[config.mk]
export PLATFORM = sky130hd
export DESIGN_NAME = sal_axi_wr_frontend
export DESIGN_NICKNAME = d
export VERILOG_FILES = /design/src/rtl/sal_axi_pkg.sv /design/src/rtl/sal_axi_beat_addr_gen.sv /design/src/rtl/sal_axi_wr_frontend.sv
export SDC_FILE = /design/constraint.sdc
export NUM_CORES = 1
export LEC_CHECK = 0
export ABC_CLOCK_PERIOD_IN_PS = 8130
export CORE_MARGIN = 1.5
export CORE_UTILIZATION = 35
export CTS_BUF_LIST = sky130_fd_sc_hd__clkbuf_4 sky130_fd_sc_hd__clkbuf_8 sky130_fd_sc_hd__clkbuf_16
export CTS_CLUSTER_DIAMETER = 200
export DETAILED_ROUTE_END_ITERATION = 12
export MAX_ROUTING_LAYER = met4
export PLACE_DENSITY = 0.64
export SLEW_MARGIN = 40
export SYNTH_ARGS = -nofsm -noshare
export SYNTH_HDL_FRONTEND = slang
export SYNTH_SLANG_ARGS = --single-unit
[constraint.sdc]
create_clock -name clk -period 8.13 [get_ports clk]
set_clock_uncertainty 0.15 [all_clocks]
set_input_delay 0.813 -clock clk [delete_from_list [all_inputs] [get_ports clk]]
set_output_delay 0.813 -clock clk [all_outputs]
set_load 0.005 [all_outputs]
[src/rtl/sal_axi_pkg.sv]
// Shared types and helpers for the SAL AXI write front end.
package sal_axi_pkg;

  typedef enum logic [1:0] {
    BurstFixed = 2'b00,
    BurstIncr  = 2'b01,
    BurstWrap  = 2'b10
  } burst_t;

  typedef enum logic [1:0] {
    RespOkay   = 2'b00,
    RespSlverr = 2'b10
  } resp_t;

  typedef enum logic [1:0] {
    StIdle,
    StData,
    StDrain,
    StResp
  } wr_state_e;

  // log2 of the bus width in bytes; width is a power of two >= 8.
  function automatic int unsigned log2_bytes(input int unsigned width);
    int unsigned r;
    r = 0;
    for (int unsigned i = 0; i < 28; i++) begin
      if ((32'd8 << i) == width) r = i;
    end
    return r;
  endfunction

endpackage

[src/rtl/sal_axi_beat_addr_gen.sv]
// Per-beat address step: FIXED holds the address, INCR aligns down to the
// beat size and advances one beat (wraps modulo 2^ADDR_WIDTH).
module sal_axi_beat_addr_gen
  import sal_axi_pkg::*;
#(
  parameter int unsigned ADDR_WIDTH = 32
) (
  input  logic [ADDR_WIDTH-1:0] cur_addr,
  input  logic [2:0]            size,
  input  logic [1:0]            burst,
  output logic [ADDR_WIDTH-1:0] next_addr
);

  logic [ADDR_WIDTH-1:0] step;

  always_comb begin
    step      = ADDR_WIDTH'(1) << size;
    next_addr = cur_addr;
    if (burst == BurstIncr) begin
      next_addr = (cur_addr & ~(step - ADDR_WIDTH'(1))) + step;
    end
  end

endmodule

[src/rtl/sal_axi_wr_frontend.sv]
// AXI write front end: splits one AW/W burst at a time into per-beat requests
// for the controller queue and returns the B response.
module sal_axi_wr_frontend
  import sal_axi_pkg::*;
#(
  parameter int unsigned ADDR_WIDTH = 32,
  parameter int unsigned ID_WIDTH   = 4,
  parameter int unsigned DATA_WIDTH = 64,
  parameter int unsigned ADDR_LEN   = 4
) (
  input  logic                    clk,
  input  logic                    rst,
  input  logic                    awvalid,
  input  logic [ID_WIDTH-1:0]     awid,
  input  logic [ADDR_WIDTH-1:0]   awaddr,
  input  logic [ADDR_LEN-1:0]     awlen,
  input  logic [2:0]              awsize,
  input  logic [1:0]              awburst,
  output logic                    awready,
  input  logic                    wvalid,
  input  logic [ID_WIDTH-1:0]     wid,
  input  logic [DATA_WIDTH-1:0]   wdata,
  input  logic [DATA_WIDTH/8-1:0] wstrb,
  input  logic                    wlast,
  output logic                    wready,
  output logic                    bvalid,
  output logic [ID_WIDTH-1:0]     bid,
  output logic [1:0]              bresp,
  input  logic                    bready,
  output logic                    req_valid,
  output logic [ADDR_WIDTH-1:0]   req_addr,
  output logic [ID_WIDTH-1:0]     req_id,
  output logic [DATA_WIDTH-1:0]   req_data,
  output logic [DATA_WIDTH/8-1:0] req_strb,
  output logic                    req_last,
  input  logic                    req_ready
);

  localparam int unsigned StrbWidth = DATA_WIDTH / 8;
  localparam logic [2:0]  MaxSize   = 3'(log2_bytes(DATA_WIDTH));

  wr_state_e state_q, state_d;

  logic                  awready_q;
  logic [ID_WIDTH-1:0]   id_q;
  logic [ADDR_WIDTH-1:0] addr_q;
  logic [ADDR_LEN-1:0]   len_q;
  logic [2:0]            size_q;
  logic [1:0]            burst_q;
  logic [ADDR_LEN-1:0]   beat_cnt_q;
  logic                  skip_q;
  logic                  err_q, err_d;

  logic                  req_valid_q;
  logic [ADDR_WIDTH-1:0] req_addr_q;
  logic [ID_WIDTH-1:0]   req_id_q;
  logic [DATA_WIDTH-1:0] req_data_q;
  logic [StrbWidth-1:0]  req_strb_q;
  logic                  req_last_q;
  logic [ID_WIDTH-1:0]   bid_q;
  logic [1:0]            bresp_q;

  logic                  aw_hs, w_hs, req_hs, last_beat, skip_new, id_match;
  logic [ADDR_WIDTH-1:0] next_addr;

  sal_axi_beat_addr_gen #(
    .ADDR_WIDTH(ADDR_WIDTH)
  ) u_addr_gen (
    .cur_addr (addr_q),
    .size     (size_q),
    .burst    (burst_q),
    .next_addr(next_addr)
  );

  always_comb begin
    aw_hs     = awvalid && awready_q && (state_q == StIdle);
    // One-entry output register: a new beat may enter as the old one leaves.
    wready    = (state_q == StData) && (!req_valid_q || req_ready);
    w_hs      = wvalid && wready;
    req_hs    = req_valid_q && req_ready;
    last_beat = (beat_cnt_q == len_q);
    id_match  = (wid == id_q);
    skip_new  = ((awburst != BurstIncr) && (awburst != BurstFixed)) || (awsize > MaxSize);
  end

  always_comb begin
    state_d = state_q;
    err_d   = err_q;
    unique case (state_q)
      StIdle: begin
        if (aw_hs) begin
          state_d = StData;
          err_d   = skip_new;
        end
      end
      StData: begin
        if (w_hs) begin
          if (!skip_q && !id_match) err_d = 1'b1;
          if (wlast != last_beat)   err_d = 1'b1;
          // The beat count, not wlast, closes the burst.
          if (last_beat) state_d = skip_q ? StResp : StDrain;
        end
      end
      StDrain: begin
        if (req_hs) state_d = StResp;
      end
      StResp: begin
        if (bready) state_d = StIdle;
      end
      default: state_d = StIdle;
    endcase
  end

  always_ff @(posedge clk) begin
    if (rst) begin
      state_q     <= StIdle;
      awready_q   <= 1'b0;
      id_q        <= '0;
      addr_q      <= '0;
      len_q       <= '0;
      size_q      <= '0;
      burst_q     <= '0;
      beat_cnt_q  <= '0;
      skip_q      <= 1'b0;
      err_q       <= 1'b0;
      req_valid_q <= 1'b0;
      req_addr_q  <= '0;
      req_id_q    <= '0;
      req_data_q  <= '0;
      req_strb_q  <= '0;
      req_last_q  <= 1'b0;
      bid_q       <= '0;
      bresp_q     <= '0;
    end else begin
      state_q   <= state_d;
      err_q     <= err_d;
      awready_q <= (state_d == StIdle);

      if (aw_hs) begin
        id_q       <= awid;
        addr_q     <= awaddr;
        len_q      <= awlen;
        size_q     <= awsize;
        burst_q    <= awburst;
        skip_q     <= skip_new;
        beat_cnt_q <= '0;
      end

      if (w_hs) begin
        beat_cnt_q <= beat_cnt_q + ADDR_LEN'(1);
        addr_q     <= next_addr;
      end

      if (w_hs && !skip_q) begin
        req_valid_q <= 1'b1;
        req_addr_q  <= addr_q;
        req_id_q    <= id_q;
        req_data_q  <= wdata;
        req_strb_q  <= id_match ? wstrb : '0;
        req_last_q  <= last_beat;
      end else if (req_hs) begin
        req_valid_q <= 1'b0;
      end

      if ((state_d == StResp) && (state_q != StResp)) begin
        bid_q   <= id_q;
        bresp_q <= err_d ? RespSlverr : RespOkay;
      end
    end
  end

  assign awready   = awready_q;
  assign bvalid    = (state_q == StResp);
  assign bid       = bid_q;
  assign bresp     = bresp_q;
  assign req_valid = req_valid_q;
  assign req_addr  = req_addr_q;
  assign req_id    = req_id_q;
  assign req_data  = req_data_q;
  assign req_strb  = req_strb_q;
  assign req_last  = req_last_q;

endmodule

Yosys cells after proc, flatten, opt, wreduce, memory -nomap -nowiden
Index checks and enable logic that the tools add are counted.
{ "op_classes": {"n_shift": 1, "eq_ne": 11, "mux": 21, "n_lt_le_gt_ge": 1, "reduce_logical": 20, "bitwise": 2, "addsub": 3} }
{ "ops": {"columns": ["op", "n"], "rows": [
  ["32-bit 2-to-1 mux", 3],
  ["32-bit adder", 1],
  ["32-bit bitwise AND", 1],
  ["32-bit NOT", 1],
  ["1-bit by 3-bit left shift with 32-bit output, first input constant", 1],
  ["32-bit by 1-bit subtractor with 32-bit output, second input constant", 1],
  ["2-bit 2-to-1 mux", 6],
  ["1-bit logical AND", 9],
  ["4-bit equality test", 2],
  ["4-bit 2-to-1 mux", 2],
  ["8-bit 2-to-1 mux", 1],
  ["2-bit case mux with 4 select lines", 1],
  ["1-bit 2-to-1 mux", 7],
  ["2-bit equality test, second input constant", 3],
  ["2-bit nonzero test", 3],
  ["4-bit by 1-bit adder with 4-bit output, second input constant", 1],
  ["2-bit by 1-bit equality test with 1-bit output, second input constant", 2],
  ["2-bit logical NOT", 2],
  ["2-bit by 1-bit inequality test with 1-bit output, second input constant", 2],
  ["3-bit by 2-bit > comparator with 1-bit output, second input constant", 1],
  ["1-bit logical NOT", 3],
  ["1-bit logical OR", 2],
  ["2-bit inequality test, second input constant", 1],
  ["1-bit case mux with 2 select lines", 1],
  ["other kinds (2)", 2]
]} }
{ "totals": {"in_bits": 128, "wordCells": 77, "reg_bits": 170} }

Logic depth before layout (Yosys ltp)
Gate-level depths: netlist of run 1.
{ "logic_depth": {"depth_word": 8, "depth_mapped": 15, "mapped_depth_nobuf": 12} }

Hierarchy
A second synthesis of run 1 with hierarchy kept.
{ "unflattened": {"hier_cells": 962, "area_unflattened_um2": 7653.6} }
{ "by_module_without_submodules": {"columns": ["mod", "area_per_inst_um2", "cells_each", "seq_area_each_um2", "instances"], "rows": [
  ["sal_axi_wr_frontend", 6294.8, 762, 3383.2, 1],
  ["sal_axi_beat_addr_gen", 1358.8, 200, 0.0, 1]
]} }

Worst setup path before layout of run 1
No wires, ideal clock.
{ "synth_path": {"kind": "register to register", "from": "register size_q[2]", "to": "register addr_q[17]", "path_stages_with_launch": 14, "synth_period_minus_slack_ps": 3636, "t_required_ps": 7906, "t_arrival_ps": 3412, "path_slack_ps": 4494, "path_cell_list": "dfxtp_1 -> clkbuf_1 -> buf_2 -> or3_1 -> ha_1 -> buf_6 -> nand2b_4 -> or4_4 -> a211oi_2 -> o21ai_2 -> o32ai_4 -> nand3_4 -> or4_1 -> a31oi_1"} }
{ "synth_via": {"elab_chain_len": 7} }
{ "synth_lines": {"columns": ["element", "line_no", "source"], "rows": [
  ["start, declared", "sal_axi_wr_frontend.sv:48", "logic [2:0] size_q;"],
  ["start signal, assigned", "sal_axi_wr_frontend.sv:143", "size_q <= awsize;"],
  ["1-bit by 3-bit left shift with 32-bit output *", "sal_axi_beat_addr_gen.sv:17", "step = ADDR_WIDTH'(1) << size;"],
  ["32-bit by 1-bit subtractor with 32-bit output", "sal_axi_beat_addr_gen.sv:20", "next_addr = (cur_addr & ~(step - ADDR_WIDTH'(1))) + step;"],
  ["32-bit NOT", "sal_axi_beat_addr_gen.sv:20", null],
  ["32-bit bitwise AND", "sal_axi_beat_addr_gen.sv:20", null],
  ["32-bit adder *", "sal_axi_beat_addr_gen.sv:20", null],
  ["32-bit 2-to-1 mux *", "sal_axi_beat_addr_gen.sv:19", "if (burst == BurstIncr) begin"],
  ["32-bit 2-to-1 mux *", "sal_axi_wr_frontend.sv:149", "if (w_hs) begin"],
  ["end signal, assigned", "sal_axi_wr_frontend.sv:141", "addr_q <= awaddr;"],
  ["end signal, assigned", "sal_axi_wr_frontend.sv:151", "addr_q <= next_addr;"],
  ["end, declared", "sal_axi_wr_frontend.sv:46", "logic [ADDR_WIDTH-1:0] addr_q;"]
]} }
Every way passes the cells marked *; elsewhere a longest branch is shown, timed or not. The select of a mux whose other input is x is not followed.
A chain may end at the register's enable or synchronous reset.

Final worst setup path of run 1
{ "layout_path": {"from": "register size_q[2]", "to": "register addr_q[24]"} }
Same word-level chain as after synthesis.

==> impl_results.md, run 1 <==
* Worst reg2reg setup slack at 4.01 ns
* WHS at 0.303 ns
* Root Buffer: clkbuf_16
* Via count of the first global-routing pass at 7045
* Crit Reg-Reg Startpoint: size_q[2]
* Commonest non-fill, non-tap cell in the layout: nand2_1
* Syn Area/Cell at 7.67 um2
* Internal power at 1.54 mW
* Top_reg_cell synth: dfxtp_1
* Syn Std Cell Area at 0.00753 mm2
* Fmax at 243 MHz
* Netlist cell types at 69
* Row count at 53
* Layout Utilization at 50.9%
* Data arrival, critical path at 4.32 ns
* Ys async rst share at 0%
* CP Capture Type: flop
* CP Launch Type: flop
* H-tree depth at 4
* Routability congestion estimate from global placement at 0.893
* RSZ-0062 raised after global routing: false
* DRC errors left at 0
* DP HPWL at 16.3 mm
* Slew @ Worst Pin at 0.797 ns
* Initial drt markers at 501
* CTS tree: done
* RR Endpoint: addr_q[24]
* Hold Path Depth at 2
* Fin Setup TNS at 0 ns
* Critical Path RT at 8.33 ns
* Tmin final at 4.12 ns
* Fillers at 2078
* Gate power share at 21.3%
* Synth warn at 0
* CTS max path bufs at 2
* Syn_nets at 1116
* Postcts setup bufs at 0
* Initial core utilization at 35.7%
* Setup Viol. Count Final at 0
* Outcome: completed
* Post-synth top area share at 44.9%
* Avg Vias per Cell at 5.15
* Setup crit start: size_q[2]
* Most frequent cells in the layout: 275 x nand2_1, 244 x clkdlybuf4s50_1, 169 x dfxtp_1
* Hold WC Path Type: reg2reg
* Max cap viols at 0
* Sw Ratio at 32.2%
* Initial antenna violation count at 0
* Chip height at 150 um
* Num CTS Buffers at 17
* Gate Count Post-Synth at 982
* Final Hold Viols at 0
* Period utilisation layout at 50.7%
* Total clock sinks at 169
* Hold-fix buffers at CTS at 0
* Sw Pwr at 0.730 mW
* Worst IR drop on VDD at 0.178 mV
* Skew-Pair Late Insertion Delay at 0.44 ns
* I/O pin total at 247
* Rel. slew slack at 46.5%
* Drt wl/cell at 16.3 um
* Pleak at 3.70 nW
* Number of synthesized register bits at 169
* Die width at 150 um
* Number of synthesized flops with an enable pin at 0
* Clock power share at 35.9%
* Drt total wl at 24.0 mm
* Final Slew Violations at 0
* Layout area overhead at 42.4%
* GR Util All Layers at 21.8%
* CP endpoint: addr_q[24]
* R2r worst-path depth at 10
* Share of cells above drive strength 1 at 4.60%
* Antenna-violating nets left at 0
* Final nets at 1316
* Core outline area at 0.0211 mm2
* Drt first pass iters at 5
* Remaining global-route overflow at 0
* CTS resizes at 0
* Top cell type by total area after synthesis: dfxtp_1
* PortBufs at 245
* PD cells at 212 mW/mm2
* Clk slew on worst S/H paths at 0.07 ns
* Seq pwr share at 42.8%
* Post-layout power at 2.27 mW
* # diodes at 0
* CP Class: reg2reg
* Largest cells by area after synthesis: dfxtp_1 45%, nand2_1 14%, a21oi_1 10%, clkbuf_1 3.2%, nor2_1 3.1%
* Post-synthesis sequential area ratio at 44.9%
* Largest net degree at the start of global routing at 76
* Vias at 7575
* Worst-path fanout max at 20
* First-pass GRT wire length at 37.3 mm
* Die Area at 0.0224 mm2
metrics by stage:
stage | worst slack (ns) | area (um2) | instances
final | 4.01 | 10700 | 1470
after CTS | 4.07 | 10700 | 1469
after global routing | 3.79 | 10700 | 1470
after detailed placement | 4.11 | 10100 | 1437
after floorplan | 4.49 | 7530 | 982
after global placement | 4.15 | 10100 | 1437
cells in the mapped netlist, types with 3 or more instances:
cell and instances:
a211oi_1 9, a21o_1 3, a21oi_1 153, a221oi_1 3, a22oi_1 11, a311oi_1 8
a31oi_1 8, a41o_1 5, and2_1 9, and3_1 16, and4_1 3, buf_1 4
clkbuf_1 65, dfxtp_1 169, ha_1 6, inv_1 9, mux2i_1 8, nand2_1 276
nand2b_1 5, nand3_1 15, nand4_1 6, nor2_1 63, nor2b_1 3, nor3_1 13
o21a_1 3, o21ai_0 23, o22ai_1 5, o31ai_1 4, or3_1 5, or4_1 4
xnor2_1 14, xor2_1 6
sequential cells by signal, indices dropped and copies added (netlist names), 2 cells and up:
| signal | cells |
|---|---|
| req_addr | 32 |
| burst_q | 2 |
| size_q | 3 |
| addr_q | 32 |
| state_q | 2 |
| id_q | 4 |
| req_strb | 8 |
| bid | 4 |
| req_id | 4 |
| len_q | 4 |
| beat_cnt_q | 4 |
| req_data | 64 |
final cells by class:
cell class	instances	area, um2	share of cell area, %
Timing Repair Buffer	255	2540	23.7
Inverter	9	33.8	0.315
Sequential cell	169	3380	31.5
Clock inverter	14	148	1.38
Tap cell	275	344	3.21
Multi-Input combinational cell	730	3840	35.8
Clock buffer	18	439	4.09
worst min-delay path by stage:
stage	from	to	slack, ns
6_report	req_data[38]	req_data[38]	0.30
2_1_floorplan	addr_q[7]	req_addr[7]	0.29
3_3_place_gp	req_data[3]	req_data[3]	0.29
5_1_grt	req_data[7]	req_data[7]	0.31
3_5_place_dp	req_data[44]	req_data[44]	0.30
4_1_cts	req_data[38]	req_data[38]	0.30
critical path, cell delays in order (launching register included):
cell	delay, ns
dfxtp_1	0.51
or3_1	0.50
ha_1	0.30
nand2b_4	0.19
nor3_1	0.14
a21oi_1	0.06
a211oi_1	0.67
a211o_1	0.49
nand2_1	0.21
or4_1	0.53
a221oi_1	0.27
per-layer routing:
metal  track usage, %  wire length, um  vias up
met5                -                0        -
met4             6.03              284        0
met3             6.22             1960       24
met2             33.2            11000      268
met1             28.1            10700     3506
li1                 -                -     3777
cells by family (layout without fill, tap and decap cells):
kind of cell             after synthesis  count (layout)  share of synthesized area (%)
buffers and inverters                 83             296                           4.33
multiplexers                          10              10                           1.36
AO/OA/AOI/OAI                        262             262                           21.2
other                                  1               1                         0.0498
XOR/XNOR                              20              20                           2.33
AND/OR/NAND/NOR                      431             431                           24.8
adder cells (fa/ha/maj)                6               6                          0.996
flip-flops                           169             169                           44.9
power groups by stage:
stage | Combinational, mW | Sequential (mW) | Clock, mW
global route | 0.535 | 0.982 | 0.875
floorplan | 0.291 | 0.960 | 0
detailed placement | 0.483 | 0.989 | 0
CTS | 0.486 | 0.970 | 0.834
global placement | 0.482 | 0.989 | 0
finish | 0.484 | 0.971 | 0.814
No activity file was read; power rests on OpenSTA's default activity.
==> run 2, diff against run 1 <==
--- a/config.mk
+++ b/config.mk
@@ -5,14 +5,14 @@
 export SDC_FILE = /design/constraint.sdc
 export NUM_CORES = 1
 export LEC_CHECK = 0
-export ABC_CLOCK_PERIOD_IN_PS = 8130
+export ABC_CLOCK_PERIOD_IN_PS = 3690
 export CORE_MARGIN = 1.5
 export CORE_UTILIZATION = 35
 export CTS_BUF_LIST = sky130_fd_sc_hd__clkbuf_4 sky130_fd_sc_hd__clkbuf_8 sky130_fd_sc_hd__clkbuf_16
 export CTS_CLUSTER_DIAMETER = 200
 export DETAILED_ROUTE_END_ITERATION = 12
 export MAX_ROUTING_LAYER = met4
-export PLACE_DENSITY = 0.64
+export PLACE_DENSITY = 0.66
 export SLEW_MARGIN = 40
 export SYNTH_ARGS = -nofsm -noshare
 export SYNTH_HDL_FRONTEND = slang
==> constraint.sdc (replaced) <==
create_clock -name clk -period 3.69 [get_ports clk]
set_clock_uncertainty 0.15 [all_clocks]
set_input_delay 0.369 -clock clk [delete_from_list [all_inputs] [get_ports clk]]
set_output_delay 0.369 -clock clk [all_outputs]
set_load 0.005 [all_outputs]
==> impl_results.md, run 2 (synthesis results as in run 1) <==
* Outcome: completed
* Post-layout power at 5.03 mW (+120%)
* Initial drt markers at 450 (-10%)
* Routability congestion estimate from global placement at 0.849 (-4.9%)
* CTS max path bufs at 2 (unchanged)
* Hold-fix buffers at CTS at 0 (unchanged)
* Via count of the first global-routing pass at 7465 (+6.0%)
* Final setup margin at 0.177 ns (-3.83 ns)
* RR Endpoint: addr_q[29]
* Critical Path RT at 3.89 ns (-4.44 ns)
* Place WS at 0.0997 ns (-4.01 ns)
* H-tree depth at 4 (unchanged)
* CP Launch Type: flop
* DP HPWL at 16.7 mm (+2.8%)
* Final Slew Violations at 0 (unchanged)
* Hold EP: req_last
* Internal power at 3.40 mW (+120%)
* Data arrival, critical path at 3.72 ns (-0.60 ns)
* Skew-Pair Late Insertion Delay at 0.43 ns (about the same)
* Sw Ratio at 32.3% (+0.15 points)
* Initial core utilization at 35.7% (unchanged)
* Worst IR drop on VDD at 0.326 mV (+83%)
* Rel. slew slack at 54.7% (+8.2 points)
* R2r worst-path depth at 12 (+2)
* DP Area at 0.0103 mm2 (+1.3%)
* Avg Vias per Cell at 5.20 (+0.90%)
* Core outline area at 0.0211 mm2 (unchanged)
* PD cells at 462 mW/mm2 (+120%)
* Crit Reg-Reg Startpoint: size_q[0]
* DRC errors left at 0 (unchanged)
* Hold Path Depth at 2 (unchanged)
* Clock power share at 35.2% (-0.7 points)
* Multi-input combinational cell area at 0.00385 mm2 (+0.29%)
* Worst reg2reg setup slack at 0.18 ns (-3.83 ns)
* PortBufs at 245 (unchanged)
* Max cap viols at 0 (unchanged)
* Fin Setup TNS at 0 ns (unchanged)
* Drt first pass iters at 5 (unchanged)
* Pleak at 3.78 nW (+2.3%)
* Commonest non-fill, non-tap cell in the layout: nand2_1
* Antenna-violating nets left at 0 (unchanged)
* Chip height at 150 um (unchanged)
* Slew @ Worst Pin at 0.679 ns (-0.118 ns)
* Num CTS Buffers at 17 (unchanged)
* Fillers at 2057 (-1.0%)
* Root Buffer: clkbuf_16
* Max stage delay on crit path at 0.43 ns (-0.24 ns)
* Largest register FFs at 64 (unchanged)
* Sw Pwr at 1.63 mW (+120%)
* Clk slew on worst S/H paths at 0.08 ns (about the same)
* Most frequent cells in the layout: 275 x nand2_1, 244 x clkdlybuf4s50_1, 168 x dfxtp_1
* Tmin final at 3.51 ns (-0.605 ns)
* Total clock sinks at 169 (unchanged)
* Drt total wl at 24.6 mm (+2.6%)
* Layout Utilization at 51.6% (+0.72 points)
* Row count at 53 (unchanged)
* Final nets at 1330 (+1.1%)
* Largest net degree at the start of global routing at 109 (+43%)
* Setup Viol. Count Final at 0 (unchanged)
* Gate power share at 22.3% (+1.0 points)
* Remaining global-route overflow at 0 (unchanged)
* Vias at 7711 (+1.8%)
* Seq pwr share at 42.5% (-0.3 points)
* CP Capture Type: flop
* Share of cells above drive strength 1 at 5.79% (+1.2 points)
* Die width at 150 um (unchanged)
* CP Class: reg2reg
* GR Util All Layers at 22.3% (+0.54 points)
* Final Hold Viols at 0 (unchanged)
* Crit path cell chain: or3_1 > ha_1 > buf_4 > nor4bb_1 > o211ai_1 > a211oi_4 > o21ai_2 > o32ai_4 > buf_12 > nand3_4 > or4_1 > a31oi_1
* Storage element area at 0.00338 mm2 (about the same)
* Slowest cell on crit path: or4_1
* Worst-path fanout max at 9 (-55%)
* Layout area overhead at 44.4%
* Hold WC Path Type: in2reg
* Fmax at 285 MHz (+17%)
* Die Area at 0.0224 mm2 (unchanged)
* Initial antenna violation count at 0 (unchanged)
* # diodes at 0 (unchanged)
* I/O pin total at 247 (unchanged)
* Worst Hold Launch: rst
* Period utilisation layout at 95.2% (+45 points)
* Drt wl/cell at 16.6 um (+1.7%)
* CTS tree: done
* First-pass GRT wire length at 38.3 mm (+2.8%)
* Design area at 0.0109 mm2 (+1.4%)
-- run 2: worst max path at each step --
stage,from,end,slack (ns),cells past startpoint
after detailed placement,size_q[0],addr_q[29],0.1,10
after CTS,size_q[0],addr_q[29],0.08,10
after global placement,size_q[0],addr_q[29],0.23,10
after floorplan,size_q[2],addr_q[17],0.05,13
final,size_q[0],addr_q[29],0.18,12
after global routing,size_q[0],addr_q[29],-0.008,12
-- run 2: per-stage QoR --
stage | hold slack [ns] | instances
after floorplan | 0.290 | 982
after CTS | 0.306 | 1481
after global routing | 0.321 | 1483
final | 0.299 | 1483
after global placement | 0.291 | 1450
after detailed placement | 0.296 | 1450
-- run 2: power by group through the flow --
stage	registers (mW)	clock network (mW)	logic (mW)
after global routing	2.16	1.90	1.23
after floorplan	2.12	0	0.642
after global placement	2.17	0	1.11
final	2.14	1.77	1.12
after detailed placement	2.18	0	1.12
after CTS	2.13	1.81	1.13
-- run 2: metal layers --
metal	part of all wire, %	global-route usage, %
met2	47	35.8
met1	43	26.9
met4	2.3	8.58
met5	0	-
met3	8.0	5.67
-- run 2: critical path, delay by kind of cell (launching register included) --
family | cells | cell delay, ns
compound gates | 5 | 1.15
fa+ha+maj | 1 | 0.22
buf+inv | 2 | 0.33
flops | 1 | 0.37
simple gates | 4 | 1.22
-- run 2: area by class of cell --
cell class | instances | area share, %
clock buffers | 17 | 3.91
clock inverters | 14 | 1.45
flip-flops and latches | 169 | 31.1
repair buffers | 269 | 24.6
inverters | 9 | 0.310
multi-input cells | 730 | 35.4
well taps | 275 | 3.16
-- run 2: timing repair --
item	in CTS	in global routing
setup endpoints to repair	0	7
gates resized for setup	0	4
buffers inserted	0	2
